$ cat src/rtl/mem_bus_arbiter_if.sv
// Signal bundle between the two cache miss FSMs, the memory beat port
// and mem_bus_arbiter. The arbiter connects through the slave view; the
// caches and memory together form the master view.
interface mem_bus_arbiter_if #(
    parameter int ADDR_W = 64,
    parameter int DATA_W = 64,
    parameter int BEATS  = 4
);
    localparam int BEAT_W = $clog2(BEATS);

    // icache refill side
    logic              ic_req_i;
    logic [ADDR_W-1:0] ic_addr_i;
    logic              ic_gnt_o;
    logic              ic_rvalid_o;
    logic [DATA_W-1:0] ic_rdata_o;
    logic              ic_last_o;

    // dcache refill / writeback side
    logic              dc_req_i;
    logic              dc_we_i;
    logic [ADDR_W-1:0] dc_addr_i;
    logic [DATA_W-1:0] dc_wdata_i;
    logic [BEAT_W-1:0] dc_beat_o;
    logic              dc_gnt_o;
    logic              dc_rvalid_o;
    logic [DATA_W-1:0] dc_rdata_o;
    logic              dc_last_o;

    // memory beat port
    logic              mem_valid_o;
    logic              mem_we_o;
    logic [ADDR_W-1:0] mem_addr_o;
    logic [DATA_W-1:0] mem_wdata_o;
    logic              mem_ack_i;
    logic [DATA_W-1:0] mem_rdata_i;

    modport slave (
        input  ic_req_i, ic_addr_i,
        output ic_gnt_o, ic_rvalid_o, ic_rdata_o, ic_last_o,
        input  dc_req_i, dc_we_i, dc_addr_i, dc_wdata_i,
        output dc_beat_o, dc_gnt_o, dc_rvalid_o, dc_rdata_o, dc_last_o,
        output mem_valid_o, mem_we_o, mem_addr_o, mem_wdata_o,
        input  mem_ack_i, mem_rdata_i
    );

    modport master (
        output ic_req_i, ic_addr_i,
        input  ic_gnt_o, ic_rvalid_o, ic_rdata_o, ic_last_o,
        output dc_req_i, dc_we_i, dc_addr_i, dc_wdata_i,
        input  dc_beat_o, dc_gnt_o, dc_rvalid_o, dc_rdata_o, dc_last_o,
        input  mem_valid_o, mem_we_o, mem_addr_o, mem_wdata_o,
        output mem_ack_i, mem_rdata_i
    );
endinterface

$ cat src/rtl/mem_bus_arbiter.sv
// Shares one beat-level memory port between icache refills and dcache
// refill/writeback bursts. dcache has fixed priority; after STARVE_MAX
// consecutive contested losses the icache is forced to win. A grant holds
// the port for a whole line of BEATS beats, one beat outstanding at a time.
module mem_bus_arbiter #(
    parameter int ADDR_W     = 64,
    parameter int DATA_W     = 64,
    parameter int BEATS      = 4,
    parameter int STARVE_MAX = 4
) (
    input  logic              clk,
    input  logic              rst,
    mem_bus_arbiter_if.slave  bus
);
    localparam int BPB      = DATA_W / 8;
    localparam int BEAT_W   = $clog2(BEATS);
    localparam int STARVE_W = $clog2(STARVE_MAX + 1);

    localparam logic [ADDR_W-1:0]   OFF_MASK   = ADDR_W'(BEATS * BPB - 1);
    localparam logic [ADDR_W-1:0]   BEAT_BYTES = ADDR_W'(BPB);
    localparam logic [BEAT_W-1:0]   LAST_BEAT  = BEAT_W'(BEATS - 1);
    localparam logic [STARVE_W-1:0] STARVE_LIM = STARVE_W'(STARVE_MAX);

    typedef enum logic [1:0] {
        IDLE   = 2'd0,
        BUSY_I = 2'd1,
        BUSY_D = 2'd2
    } state_t;

    state_t              state_r, state_s;
    logic [ADDR_W-1:0]   base_r, base_s;
    logic [BEAT_W-1:0]   beat_r, beat_s;
    logic                we_r, we_s;
    logic [STARVE_W-1:0] starve_r, starve_s;
    logic                ic_gnt_r, ic_gnt_s;
    logic                dc_gnt_r, dc_gnt_s;
    logic                ic_rvalid_r, ic_rvalid_s;
    logic                dc_rvalid_r, dc_rvalid_s;
    logic                ic_last_r, ic_last_s;
    logic                dc_last_r, dc_last_s;
    logic [DATA_W-1:0]   rdata_r, rdata_s;
    logic                ic_win_s;
    logic                busy_s;

    // Arbitration in IDLE, beat sequencing and response capture in BUSY.
    always_comb begin
        state_s     = state_r;
        base_s      = base_r;
        beat_s      = beat_r;
        we_s        = we_r;
        starve_s    = starve_r;
        rdata_s     = rdata_r;
        ic_gnt_s    = 1'b0;
        dc_gnt_s    = 1'b0;
        ic_rvalid_s = 1'b0;
        dc_rvalid_s = 1'b0;
        ic_last_s   = 1'b0;
        dc_last_s   = 1'b0;
        ic_win_s    = 1'b0;

        case (state_r)
            IDLE: begin
                // icache wins when alone, or once it has lost STARVE_MAX times
                ic_win_s = bus.ic_req_i & (~bus.dc_req_i | (starve_r >= STARVE_LIM));
                if (ic_win_s) begin
                    state_s  = BUSY_I;
                    base_s   = bus.ic_addr_i & ~OFF_MASK;
                    beat_s   = {BEAT_W{1'b0}};
                    we_s     = 1'b0;
                    starve_s = {STARVE_W{1'b0}};
                    ic_gnt_s = 1'b1;
                end else if (bus.dc_req_i) begin
                    state_s  = BUSY_D;
                    base_s   = bus.dc_addr_i & ~OFF_MASK;
                    beat_s   = {BEAT_W{1'b0}};
                    we_s     = bus.dc_we_i;
                    dc_gnt_s = 1'b1;
                    // only a contested loss counts toward starvation
                    if (bus.ic_req_i) begin
                        starve_s = starve_r + STARVE_W'(1);
                    end else begin
                        starve_s = starve_r;
                    end
                end else begin
                    state_s = IDLE;
                end
            end
            BUSY_I, BUSY_D: begin
                if (bus.mem_ack_i) begin
                    beat_s = beat_r + BEAT_W'(1);
                    if (!we_r) begin
                        rdata_s = bus.mem_rdata_i;
                    end else begin
                        rdata_s = rdata_r;
                    end
                    if (state_r == BUSY_I) begin
                        ic_rvalid_s = 1'b1;
                        ic_last_s   = (beat_r == LAST_BEAT);
                    end else begin
                        dc_rvalid_s = ~we_r;
                        dc_last_s   = (beat_r == LAST_BEAT);
                    end
                    if (beat_r == LAST_BEAT) begin
                        state_s = IDLE;
                    end else begin
                        state_s = state_r;
                    end
                end else begin
                    state_s = state_r;
                end
            end
            default: begin
                state_s = IDLE;
            end
        endcase
    end

    // FSM state register.
    always_ff @(posedge clk) begin
        if (rst) begin
            state_r <= IDLE;
        end else begin
            state_r <= state_s;
        end
    end

    // Burst context, starvation count and one-cycle response pulses.
    always_ff @(posedge clk) begin
        if (rst) begin
            base_r      <= {ADDR_W{1'b0}};
            beat_r      <= {BEAT_W{1'b0}};
            we_r        <= 1'b0;
            starve_r    <= {STARVE_W{1'b0}};
            rdata_r     <= {DATA_W{1'b0}};
            ic_gnt_r    <= 1'b0;
            dc_gnt_r    <= 1'b0;
            ic_rvalid_r <= 1'b0;
            dc_rvalid_r <= 1'b0;
            ic_last_r   <= 1'b0;
            dc_last_r   <= 1'b0;
        end else begin
            base_r      <= base_s;
            beat_r      <= beat_s;
            we_r        <= we_s;
            starve_r    <= starve_s;
            rdata_r     <= rdata_s;
            ic_gnt_r    <= ic_gnt_s;
            dc_gnt_r    <= dc_gnt_s;
            ic_rvalid_r <= ic_rvalid_s;
            dc_rvalid_r <= dc_rvalid_s;
            ic_last_r   <= ic_last_s;
            dc_last_r   <= dc_last_s;
        end
    end

    assign busy_s = (state_r != IDLE);

    // The beat port is decoded straight from registers; write data is a
    // combinational pass-through of the dcache beat selected by dc_beat_o.
    assign bus.mem_valid_o = busy_s;
    assign bus.mem_we_o    = busy_s & we_r;
    assign bus.mem_addr_o  = busy_s ? (base_r + ADDR_W'(beat_r) * BEAT_BYTES) : {ADDR_W{1'b0}};
    assign bus.mem_wdata_o = (state_r == BUSY_D) ? bus.dc_wdata_i : {DATA_W{1'b0}};
    assign bus.dc_beat_o   = (state_r == BUSY_D) ? beat_r : {BEAT_W{1'b0}};

    assign bus.ic_gnt_o    = ic_gnt_r;
    assign bus.dc_gnt_o    = dc_gnt_r;
    assign bus.ic_rvalid_o = ic_rvalid_r;
    assign bus.dc_rvalid_o = dc_rvalid_r;
    assign bus.ic_last_o   = ic_last_r;
    assign bus.dc_last_o   = dc_last_r;
    assign bus.ic_rdata_o  = rdata_r;
    assign bus.dc_rdata_o  = rdata_r;
endmodule

$ cat src/flat_wrapper.sv
// flat-port wrapper written by rule: the top's interface ports become plain ports
module mem_bus_arbiter_flat 
#(
    parameter int ADDR_W     = 64,
    parameter int DATA_W     = 64,
    parameter int BEATS      = 4,
    parameter int STARVE_MAX = 4
)
  (clk, rst, bus_ic_req_i, bus_ic_addr_i, bus_ic_gnt_o, bus_ic_rvalid_o, bus_ic_rdata_o, bus_ic_last_o, bus_dc_req_i, bus_dc_we_i, bus_dc_addr_i, bus_dc_wdata_i, bus_dc_beat_o, bus_dc_gnt_o, bus_dc_rvalid_o, bus_dc_rdata_o, bus_dc_last_o, bus_mem_valid_o, bus_mem_we_o, bus_mem_addr_o, bus_mem_wdata_o, bus_mem_ack_i, bus_mem_rdata_i);
  mem_bus_arbiter_if #(.ADDR_W(ADDR_W), .DATA_W(DATA_W), .BEATS(BEATS)) bus_i ();
  input  logic clk;
  input  logic rst;
  input wire logic [$bits(bus_i.ic_req_i)-1:0] bus_ic_req_i;
  input wire logic [$bits(bus_i.ic_addr_i)-1:0] bus_ic_addr_i;
  output wire logic [$bits(bus_i.ic_gnt_o)-1:0] bus_ic_gnt_o;
  output wire logic [$bits(bus_i.ic_rvalid_o)-1:0] bus_ic_rvalid_o;
  output wire logic [$bits(bus_i.ic_rdata_o)-1:0] bus_ic_rdata_o;
  output wire logic [$bits(bus_i.ic_last_o)-1:0] bus_ic_last_o;
  input wire logic [$bits(bus_i.dc_req_i)-1:0] bus_dc_req_i;
  input wire logic [$bits(bus_i.dc_we_i)-1:0] bus_dc_we_i;
  input wire logic [$bits(bus_i.dc_addr_i)-1:0] bus_dc_addr_i;
  input wire logic [$bits(bus_i.dc_wdata_i)-1:0] bus_dc_wdata_i;
  output wire logic [$bits(bus_i.dc_beat_o)-1:0] bus_dc_beat_o;
  output wire logic [$bits(bus_i.dc_gnt_o)-1:0] bus_dc_gnt_o;
  output wire logic [$bits(bus_i.dc_rvalid_o)-1:0] bus_dc_rvalid_o;
  output wire logic [$bits(bus_i.dc_rdata_o)-1:0] bus_dc_rdata_o;
  output wire logic [$bits(bus_i.dc_last_o)-1:0] bus_dc_last_o;
  output wire logic [$bits(bus_i.mem_valid_o)-1:0] bus_mem_valid_o;
  output wire logic [$bits(bus_i.mem_we_o)-1:0] bus_mem_we_o;
  output wire logic [$bits(bus_i.mem_addr_o)-1:0] bus_mem_addr_o;
  output wire logic [$bits(bus_i.mem_wdata_o)-1:0] bus_mem_wdata_o;
  input wire logic [$bits(bus_i.mem_ack_i)-1:0] bus_mem_ack_i;
  input wire logic [$bits(bus_i.mem_rdata_i)-1:0] bus_mem_rdata_i;
  assign bus_i.ic_req_i = bus_ic_req_i;
  assign bus_i.ic_addr_i = bus_ic_addr_i;
  assign bus_ic_gnt_o = bus_i.ic_gnt_o;
  assign bus_ic_rvalid_o = bus_i.ic_rvalid_o;
  assign bus_ic_rdata_o = bus_i.ic_rdata_o;
  assign bus_ic_last_o = bus_i.ic_last_o;
  assign bus_i.dc_req_i = bus_dc_req_i;
  assign bus_i.dc_we_i = bus_dc_we_i;
  assign bus_i.dc_addr_i = bus_dc_addr_i;
  assign bus_i.dc_wdata_i = bus_dc_wdata_i;
  assign bus_dc_beat_o = bus_i.dc_beat_o;
  assign bus_dc_gnt_o = bus_i.dc_gnt_o;
  assign bus_dc_rvalid_o = bus_i.dc_rvalid_o;
  assign bus_dc_rdata_o = bus_i.dc_rdata_o;
  assign bus_dc_last_o = bus_i.dc_last_o;
  assign bus_mem_valid_o = bus_i.mem_valid_o;
  assign bus_mem_we_o = bus_i.mem_we_o;
  assign bus_mem_addr_o = bus_i.mem_addr_o;
  assign bus_mem_wdata_o = bus_i.mem_wdata_o;
  assign bus_i.mem_ack_i = bus_mem_ack_i;
  assign bus_i.mem_rdata_i = bus_mem_rdata_i;
  mem_bus_arbiter #(.ADDR_W(ADDR_W), .DATA_W(DATA_W), .BEATS(BEATS), .STARVE_MAX(STARVE_MAX)) u_core (.clk(clk), .rst(rst), .bus(bus_i));
endmodule
$ cat config.mk
export PLATFORM = sky130hd
export DESIGN_NAME = mem_bus_arbiter_flat
export DESIGN_NICKNAME = d
export VERILOG_FILES = /design/src/rtl/mem_bus_arbiter_if.sv /design/src/rtl/mem_bus_arbiter.sv /design/src/flat_wrapper.sv
export SDC_FILE = /design/constraint.sdc
export NUM_CORES = 1
export LEC_CHECK = 0
export ABC_AREA = 1
export BUFFER_PORTS_ARGS = -buffer_cell sky130_fd_sc_hd__buf_2
export CORE_AREA = 2 2 204 206
export CTS_CLUSTER_SIZE = 20
export DETAILED_ROUTE_END_ITERATION = 16
export DIE_AREA = 0 0 206 208
export SYNTH_ARGS = -nofsm -noshare
export SYNTH_HDL_FRONTEND = slang
export SYNTH_SLANG_ARGS = --single-unit
$ cat constraint.sdc
create_clock -name clk -period 3.3 [get_ports clk]
set_clock_uncertainty 0.1 [all_clocks]
set_input_delay 0.495 -clock clk [delete_from_list [all_inputs] [get_ports clk]]
set_output_delay 0.495 -clock clk [all_outputs]
set_load 0.01 [all_outputs]
* Word-level counts from Yosys, hierarchy flattened
Cells that the tools add are included.
** Word-level totals
- Register bits :: 142
- Input bits :: 262
- Logic and storage cells :: 69
** Operators by class
- Add/subtract/negate cells :: 3
- Order comparisons :: 1
- Equality and inequality tests :: 6
- Muxes and demuxes :: 22
- Bitwise gates (word level) :: 9
- Reduce and logical (&&, ||, !) cells :: 16
** Operators by type and width (count)
- 64-bit two-way mux :: 4
- 64-bit by 5-bit adder with 64-bit output :: 1
- 2-bit two-way mux :: 8
- 3-bit two-way mux :: 3
- 3-bit AND reduction :: 3
- 2-bit one-hot mux with 2 select lines :: 2
- 2-bit nonzero test :: 4
- 4-bit OR reduction :: 2
- 1-bit NOT :: 6
- 3-bit OR reduction :: 2
- 1-bit two-way mux :: 5
- 2-bit == test (second input constant) :: 2
- 2-bit AND reduction :: 2
- 2-bit OR reduction :: 2
- 3-bit by 1-bit adder with 3-bit output (second input constant) :: 1
- 3-bit greater-or-equal comparator (second input constant) :: 1
- 3-bit by 2-bit != test with 1-bit output (second input constant) :: 1
- 2-bit by 1-bit adder with 2-bit output (second input constant) :: 1
- 1-bit bitwise AND :: 2
- 2-bit by 1-bit == test with 1-bit output (second input constant) :: 1
- 2-bit zero test :: 1
- 2-bit by 1-bit != test with 1-bit output (second input constant) :: 1
- 2-bit != test (second input constant) :: 1
- 1-bit OR :: 1

* Longest topological paths before layout
Gate-level depths: netlist of run 1.
- Word-level depth :: 5
- Depth in mapped cells :: 8
- Depth with buffers taken out :: 8

* Worst setup path before layout of run 1
OpenSTA, ideal clock, no wires.
- Path type :: register -> output
- From :: register u_core.state_r[0]
- To :: output bus_mem_wdata_o[24]
- Arrival time :: 1.291 ns
- Path slack :: 1.414 ns
- Stages on the path, launching flop included :: 7
- Buffers on the path :: 2
- Cells stage by stage :: dfxtp_1 > inv_1 > ha_1 > clkbuf_1 > buf_1 > nand2_1 > inv_1
** On the way
- Cells in the longest elaborated chain, start to end :: 2
** Ends and longest elaborated chain
- from (decl) :: RTL line mem_bus_arbiter.sv:30 : state_t state_r, state_s;
- from (signal assigned) :: RTL line mem_bus_arbiter.sv:123 : state_r <= state_s;
- 2-bit == test :: RTL line mem_bus_arbiter.sv:163 : assign bus.mem_wdata_o = (state_r == BUSY_D) ? bus.dc_wdata_i : {DATA_W{1'b0}};
- 64-bit two-way mux :: RTL line mem_bus_arbiter.sv:163
- to (decl) :: RTL line flat_wrapper.sv:31 : output wire logic [$bits(bus_i.mem_wdata_o)-1:0] bus_mem_wdata_o;
No other way between the ends.

* Final worst setup path of run 1
- From :: register u_core.state_r[1]
- To :: output bus_mem_addr_o[11]
** On the way
- Cells in the longest elaborated chain, start to end :: 2
** Ends and longest elaborated chain
- 2-bit nonzero test :: RTL line mem_bus_arbiter.sv:156 : assign busy_s = (state_r != IDLE);
- 64-bit two-way mux :: RTL line mem_bus_arbiter.sv:162 : assign bus.mem_addr_o = busy_s ? (base_r + ADDR_W'(beat_r) * BEAT_BYTES) : {ADDR_W{1'b0}};
- to (decl) :: RTL line flat_wrapper.sv:30 : output wire logic [$bits(bus_i.mem_addr_o)-1:0] bus_mem_addr_o;
No other way between the ends.

==> run metrics, run 1 <==
I/O pin count=528; Critical Path Sink Type=primary output; layout cells sized above 1=34.7%; Sum Neg Setup Slack=0 ps; hold_buf cts=0; library cells used by synthesis=19; Initial DRT Pass Iterations=5; Root Buffer=clkbuf_16; ANT nets after route=0; delay-heaviest family, CP=buffers and inverters; most common cell after layout, fill and taps aside=buf_2; first-pass GRT wire length=42200 um; routed via count=8666; Die Y=208 um; Post-CTS Setup Inserts=0; Initial Utilization=18.4%; post-route minimum period=2790 ps; wire per inst=13.4 um; # nets final=1889; clock sinks=137; clock tree buffer depth=2; Remaining Overflow, GRT=0; P per Cell Area=651 mW/mm^2; metal2 WL=14000 um; fill cell count=4549; synthesis-to-finish area growth=42.4%; Hold WC Path Type=input port to flip-flop; Slew headroom=27.6%; routed wire length=29200 um; status=finished clean; Synth Register Bits=137; most frequent cells in the layout=buf_2 (514), inv_1 (261), nand2_1 (201), nor2_1 (197), dfxtp_1 (137); placed wire-length estimate=22800 um; post_cts resized=0; leakage=6.54 nW; vias per cell=4.00; register area share after synthesis=36.8%; IO Port Bufs=514; DRC viols=0; Worst EP required=2700 ps; clk_lat worst skew=420 ps; Post-Syn Area=0.00745 mm^2; Tot GR Track Use=12.9%; Worst Setup Start Kind=flip-flop; Fmax=358 MHz; Slew Limit Fails=0; worst path bufs/invs=3; RSZ-0062 raised after global routing=no; crit share post-route=84.6%; Final Hold Vio Count=0; VDD IR-drop max=361 uV; wire length on met3=2200 um; synthesized area per cell=6.16 um^2; CP cell instances=inv_1 > ha_2 > buf_4 > nor2_1 > buf_2; Ys Warns=0; H-tree levels=4; Mapped Cells=1209; crit path max-delay cell type=buf_4; CP max stage delay=530 ps; Initial DRC Count=533; utilization after layout=26.2%; final-report setup violation count=0; worst-margin pin slew=1090 ps; die area=0.0428 mm^2; Critical Path Fanout Max=52; clk slew on worst S/H paths=60 ps; vias in the first global route=7924; routability cong.=0.819; Arrival @ worst endpoint=2200 ps; CTS Buf Count=17; Crit Path Class=flip-flop to primary output; number of cell rows=74; initial antenna violation count=8; CTS tree=done; pin count of the biggest net entering global routing=65; core area=0.0406 mm^2; max cap viols=0; Met1 Wirelength=11500 um; Die Wd=206 um; uppermost layer routed=met5
## power breakdown
| part | internal [mW] | total [mW] | switching, mW |
|---|---|---|---|
| sequential | 2.06 | 2.34 | 0.278 |
| combinational | 0.993 | 2.71 | 1.72 |
| clock | 1.10 | 1.86 | 0.753 |
## state kept, by name (all words and copies together) (netlist names)
name,cells
u_core.we_r,1
u_core.bus.dc_rvalid_o,1
u_core.bus.ic_rvalid_o,1
u_core.bus.ic_gnt_o,1
u_core.bus.ic_last_o,1
u_core.bus.dc_last_o,1
u_core.beat_r,2
u_core.bus.dc_gnt_o,1
u_core.state_r,2
u_core.base_r,59
u_core.starve_r,3
u_core.bus.dc_rdata_o,64
## worst min-delay path, stage by stage
cell and delay [ps]:
buf_2 70, nand2_1 40, nand2_1 40
## synthesized netlist by cell type
cell      instances  area [um^2]
a211oi_1          1         7.51
a21oi_1          64          320
a21oi_4           1         16.3
buf_1             8         30.0
buf_2             9         45.0
buf_4            70          526
buf_6             1         11.3
clkbuf_1         51          191
conb_1            1         3.75
dfxtp_1         137         2740
ha_1              7         87.6
inv_1           261          980
inv_2             3         11.3
nand2_1         203          762
nand3_1         126          631
nand4_1           1         6.26
nor2_1          198          743
nor3_1            2         10.0
o21ai_0          65          325
## worst paths after layout
path	from	endpoint	cells past startpoint	slack (ps)
hold / removal	bus_dc_we_i	u_core.we_r	3	170
setup / recovery	u_core.state_r[1]	bus_mem_addr_o[11]	5	510
hold reg to reg	u_core.base_r[18]	u_core.base_r[18]	2	360
setup reg to reg	u_core.state_r[1]	u_core.base_r[26]	7	880
## through the flow
step | cells | power, mW | instance area [um^2] | hold WS (ps) | setup WS (ps)
after floorplan | 1211 | 4.15 | 7460 | 327 | 1410
after global placement | 2133 | 5.08 | 10000 | 353 | 890
after detailed placement | 2133 | 5.11 | 10000 | 355 | 859
after CTS | 2164 | 7.02 | 10600 | 130 | 446
after global routing | 2168 | 7.43 | 10600 | 158 | 324
final | 2169 | 6.90 | 10600 | 166 | 508
## routing by layer
metal / GRT usage, % / vias up
li1: - / 4336
met3: 3.32 / 44
met4: 7.78 / 6
met1: 14.1 / 3917
met2: 22.1 / 363
met5: 0 / -
## kinds of logic after synthesis
family / Yosys count / synth area share (%)
AO/OA/AOI/OAI: 131 / 8.99
adder cells (fa/ha/maj): 7 / 1.18
buffers and inverters: 403 / 24.1
flip-flops: 137 / 36.8
other: 1 / 0.0503
AND/OR/NAND/NOR: 530 / 28.9
## area by class of cell
class	instances	area, um^2	area share [%]
diodes	5	12.5	0.118
clock buffers	19	433	4.08
clock inverters	12	128	1.20
inverters	264	991	9.34
multi-input cells	671	2940	27.7
flip-flops and latches	137	2740	25.9
well taps	532	666	6.28
repair buffers	529	2700	25.4
Power figures use the tool's default switching activity.
==> run 2: changes to the inputs <==
CORE_AREA = 2 2 203 205   (was 2 2 204 206)
DIE_AREA = 0 0 205 207   (was 0 0 206 208)
clock period = 2.4 ns   (was 3.3 ns; I/O delays follow)
==> run 2 against run 1 <==
  * Final cell count about the same
  * Global-route usage down 0.54 points
  * Routed wire length down 6.3%
  * Worst setup slack worse by 360 ps
  * Non-clock buffer count up 1
  * Clock power up 45%
  * Via count up 0.13%
  * Core utilization up 0.34 points
  * Die area down 0.96%
  * Largest power group unchanged
==> run metrics, run 2 (synthesis results as in run 1) <==
clock sinks=137 (unchanged); I/O pin count=528 (unchanged); Hold WC Path Type=input port to flip-flop; die area=0.0424 mm^2 (-0.96%); first-pass GRT wire length=41200 um (-2.4%); IO Port Bufs=514 (unchanged); Tot GR Track Use=12.3% (-0.54 points); crit path max-delay cell type=dfxtp_1; Initial DRT Pass Iterations=6 (+1); core area=0.0404 mm^2 (-0.46%); RSZ-0062 raised after global routing=no; clk slew on worst S/H paths=70 ps (about the same); ANT nets after route=0 (unchanged); placed wire-length estimate=20600 um (-9.5%); Worst Setup SP=u_core.state_r[0]; synthesis-to-finish area growth=43.6%; worst-margin pin slew=680 ps (-405 ps); wire per inst=12.6 um (-6.2%); Die Y=207 um (-0.48%); Crit Path Class=flip-flop to primary output; Die Wd=205 um (-0.49%); R2R Setup Slk=320 ps (-560 ps); utilization after layout=26.5% (+0.34 points); Worst EP required=1940 ps (-760 ps); layout cells sized above 1=34.9% (+0.14 points); R2R Path Start=u_core.state_r[0]; H-tree levels=4 (unchanged); Post-CTS Setup Inserts=0 (unchanged); fill cell count=4505 (-0.97%); max reg flops=64 (unchanged); fin worst setup slack=150 ps (-358 ps); # nets final=1890 (+0.053%); Initial DRC Count=425 (-20%); leakage=6.58 nW (+0.56%); Reg2Reg Depth=7 (unchanged); most frequent cells in the layout=buf_2 (514), inv_1 (260), nand2_1 (201), nor2_1 (197), dfxtp_1 (137); routability cong.=0.816 (-0.42%); Slew Limit Fails=0 (unchanged); Crit path depth=5 (unchanged); vias per cell=4.00 (+0.22%); CTS Buf Count=17 (unchanged); reg-to-reg endpoint=u_core.bus.dc_rdata_o[14]; Critical Path Fanout Max=65 (+25%); post-route minimum period=2250 ps; status=finished clean; initial antenna violation count=2 (-6); Remaining Overflow, GRT=0 (unchanged); clock tree buffer depth=2 (unchanged); CP max stage delay=420 ps (-110 ps); CTS tree=done; delay-heaviest family, CP=buffers and inverters; Root Buffer=clkbuf_16; most common cell after layout, fill and taps aside=buf_2; routed wire length=27300 um (-6.3%); clk_lat worst skew=430 ps (about the same); worst path bufs/invs=3 (unchanged); CP cell instances=inv_1 > ha_2 > buf_12 > nor2_1 > buf_2; Final Hold Vio Count=0 (unchanged); cell count after placement=2133 (unchanged); pin count of the biggest net entering global routing=67 (+3.1%); final-report setup violation count=0 (unchanged); dpl ws=113 ps (-746 ps); max cap viols=0 (unchanged); Arrival @ worst endpoint=1790 ps (-410 ps); number of cell rows=74 (unchanged); P per Cell Area=905 mW/mm^2 (+39%); DRC viols=0 (unchanged); VDD IR-drop max=630 uV (+75%); Slew headroom=54.7% (+27 points); Worst Setup Start Kind=flip-flop; Critical Path End=bus_mem_addr_o[12]; routed via count=8677 (+0.13%); Critical Path Sink Type=primary output; Final Non-Filler Cells=2167 (-0.092%); Fmax=444 MHz; vias in the first global route=8033 (+1.4%); Sum Neg Setup Slack=0 ps (unchanged); hold path startpoint=bus_mem_rdata_i[12]; overall power=9.68 mW (+40%); crit share post-route=93.8%; Initial Utilization=18.5% (+0.084 points)
run 2: layout make-up:
class | count | area (um^2) | share of cell area [%]
inverter | 264 | 993 | 9.29
multi-input combinational | 671 | 2940 | 27.5
sequential | 137 | 2740 | 25.6
antenna | 1 | 2.50 | 0.0234
clock inverter | 13 | 143 | 1.33
tap | 532 | 666 | 6.22
clock buffer | 19 | 453 | 4.23
timing repair buffer | 530 | 2760 | 25.8
run 2: worst min-delay path, cell delays in order:
cell and delay (ps):
buf_2 70, nor2_1 30, nor2_1 80
run 2: worst min-delay path by stage:
stage | to | cells after the start
floorplan | u_core.bus.dc_rvalid_o | 1
global placement | u_core.base_r[53] | 2
detailed placement | u_core.base_r[44] | 2
CTS | u_core.bus.dc_rdata_o[1] | 3
global route | u_core.bus.dc_rdata_o[46] | 3
finish | u_core.bus.dc_rdata_o[12] | 3
run 2: report_power, final:
part / internal, mW / switching (mW) / total [mW]
clock: 1.59 / 1.10 / 2.69
combinational: 1.42 / 2.38 / 3.80
sequential: 2.83 / 0.363 / 3.20
total: 5.84 / 3.84 / 9.68
run 2: repair_timing:
item	4_1_cts	5_1_grt
endpoints found under the hold margin	1	0
setup endpoints to repair	0	62
gates resized for setup	0	2
hold buffers	1	0
run 2: through the flow:
step	area (um^2)	hold WS, ps
after floorplan	7460	327
after global placement	10100	354
after detailed placement	10100	355
after CTS	10700	10.8
after global routing	10700	26.2
final	10700	45.3
run 2: per-layer routing:
metal  track usage (%)  vias up  part of all wire (%)
met3              3.02       41                   7.2
met5                 0        -                 0.040
met4              5.21        2                   2.3
met1              14.2     3957                    41
li1                  -     4334                     -
met2              21.6      343                    49
==> run 3: changes to the inputs <==
GPL_TIMING_DRIVEN = 0   (was default)
==> run 3 against run 2 <==
  * First-iteration DRC count increased by 3.5%
  * Die area unchanged
  * Critical endpoint is now bus_mem_addr_o[35]
  * Final cell count increased by 5.8%
  * Sequential share of layout area decreased by 1.5 points
  * Worst hold slack got worse by 3.8 ps
  * Clock power decreased by 2%
==> run metrics, run 3 (synthesis results as in run 1) <==
status=finished clean; CTS Buf Count=17 (unchanged); die area=0.0424 mm^2 (unchanged); Flop pwr share=31.6% (-1.4 points); Hold WC Path Type=input port to flip-flop; IO Port Bufs=513 (-0.19%); Worst Hold Path Cells=3 (unchanged); Sw Ratio=39.5% (-0.12 points); initial antenna violation count=6 (+4); max cap viols=0 (unchanged); Slew headroom=54.7% (+0.10 points); first-pass GRT wire length=45000 um (+9.3%); Remaining Overflow, GRT=0 (unchanged); routability cong.=0.889 (+9.0%); Net Switching=4.06 mW (+5.6%); RSZ-0062 raised after global routing=yes; Critical Path Sink Type=primary output; Final Non-Filler Cells=2293 (+5.8%); vias per cell=3.98 (-0.56%); max reg flops=64 (unchanged); VDD IR-drop max=483 uV (-23%); final-report setup violation count=0 (unchanged); most common cell after layout, fill and taps aside=buf_2; post-route minimum period=2290 ps (+43.4 ps); most frequent cells in the layout=buf_2 (524), inv_1 (261), nand2_1 (203), nor2_1 (192), dfxtp_1 (135); Sum Neg Setup Slack=0 ps (unchanged); Reg2Reg Depth=8 (+1); clk_lat worst skew=440 ps (about the same); P_int=6.20 mW (+6.2%); Slew Limit Fails=0 (unchanged); Worst Setup SP=u_core.state_r[1]; routed via count=9130 (+5.2%); Initial DRC Count=440 (+3.5%); DRC viols=0 (unchanged); Critical Path End=bus_mem_addr_o[35]; routed wire length=30100 um (+10%); Critical Path Fanout Max=10 (-85%); Fmax=436 MHz (-1.9%); R2R Path Start=u_core.starve_r[2]; core area=0.0404 mm^2 (unchanged); wire per inst=13.1 um (+4.2%); clock tree buffer depth=2 (unchanged); CTS tree=done; Arrival @ worst endpoint=1830 ps (+40 ps); layout cells sized above 1=37.1% (+2.2 points); reg-to-reg endpoint=u_core.we_r; cell count after placement=2256 (+5.8%); worst-margin pin slew=679 ps (-1.50 ps); # nets final=2013 (+6.5%); Tot GR Track Use=13.7% (+1.4 points); Final Hold Vio Count=0 (unchanged); pin count of the biggest net entering global routing=17 (-75%); number of cell rows=74 (unchanged); ANT nets after route=0 (unchanged); H-tree levels=4 (unchanged); clock sinks=137 (unchanged); clk slew on worst S/H paths=70 ps (about the same); vias in the first global route=8532 (+6.2%); I/O pin count=528 (unchanged); Root Buffer=clkbuf_16; clock group share of total power=25.7% (-2.0 points); Die Wd=205 um (unchanged); Die Y=207 um (unchanged); Worst EP required=1940 ps (about the same); Initial DRT Pass Iterations=5 (-1); R2R Setup Slk=270 ps (-50 ps); leakage=7.02 nW (+6.7%); Initial Utilization=18.5% (unchanged); synthesis-to-finish area growth=52.8%; crit share post-route=95.6% (+1.8 points); placed wire-length estimate=24700 um (+20%); Crit Path Class=flip-flop to primary output; P per Cell Area=901 mW/mm^2 (-0.44%); Worst Setup Start Kind=flip-flop; combinational share of power=42.7% (+3.5 points)
run 3: per-stage QoR:
| step | worst slack, ps | instance area [um^2] | total power, mW | hold slack [ps] | utilization, % |
|---|---|---|---|---|---|
| 6_report | 106 | 11400 | 10.3 | 41.5 | 28.2 |
| 5_1_grt | -10.8 | 11400 | 11.0 | 16.5 | 28.2 |
| 4_1_cts | 4.41 | 11400 | 10.4 | 9.44 | 28.1 |
| 3_5_place_dp | -378 | 10700 | 7.58 | 355 | 26.5 |
| 3_3_place_gp | -349 | 10700 | 7.53 | 353 | 26.5 |
| 2_1_floorplan | 649 | 7460 | 5.70 | 327 | - |
run 3: what timing repair did:
action | in CTS | in global routing
setup buffers | 0 | 0
endpoints found under the hold margin | 1 | 0
gates resized for setup | 30 | 16
hold buffers | 1 | 0
setup endpoints to repair | 128 | 38
gates cloned | 0 | 0
pin swaps | 1 | 1
run 3: worst min-delay path by stage:
stage,startpoint,to,slack [ps]
floorplan,u_core.we_r,u_core.bus.dc_rvalid_o,330
global placement,u_core.base_r[15],u_core.base_r[15],350
detailed placement,u_core.base_r[21],u_core.base_r[21],360
CTS,bus_mem_rdata_i[27],u_core.bus.dc_rdata_o[27],9
global route,bus_mem_rdata_i[27],u_core.bus.dc_rdata_o[27],20
finish,bus_mem_rdata_i[41],u_core.bus.dc_rdata_o[41],40
run 3: final cells by class:
cell class	count	area (um^2)
repair buffers	514	2580
fillers	4517	29000
inverters	264	991
plain buffers	139	857
clock buffers	18	429
multi-input cells	671	2960
well taps	532	666
flip-flops and latches	137	2750
diodes	4	10.0
clock inverters	14	146
run 3: power by group through the flow:
stage          clock network, mW  registers, mW  logic (mW)
5_1_grt                     2.83           3.32        4.87
3_5_place_dp                   0           3.28        4.31
6_report                    2.64           3.24        4.38
3_3_place_gp                   0           3.27        4.26
2_1_floorplan                  0           3.31        2.39
4_1_cts                     2.73           3.24        4.41
run 3: routing by layer:
layer	up-vias	wire length [um]	GRT usage [%]	part of all wire [%]
li1	4596	-	-	-
met1	4117	12800	16.2	42
met2	363	14400	23.8	48
met3	50	1930	2.78	6.4
met4	4	942	6.25	3.1
met5	-	30	0	0.10
run 3: worst max-delay path: stages, from the launching register on:
cell and delay, ps:
dfxtp_2 340, inv_1 130, ha_2 240, clkbuf_8 190
buf_2 240, nor2_1 100, buf_2 150
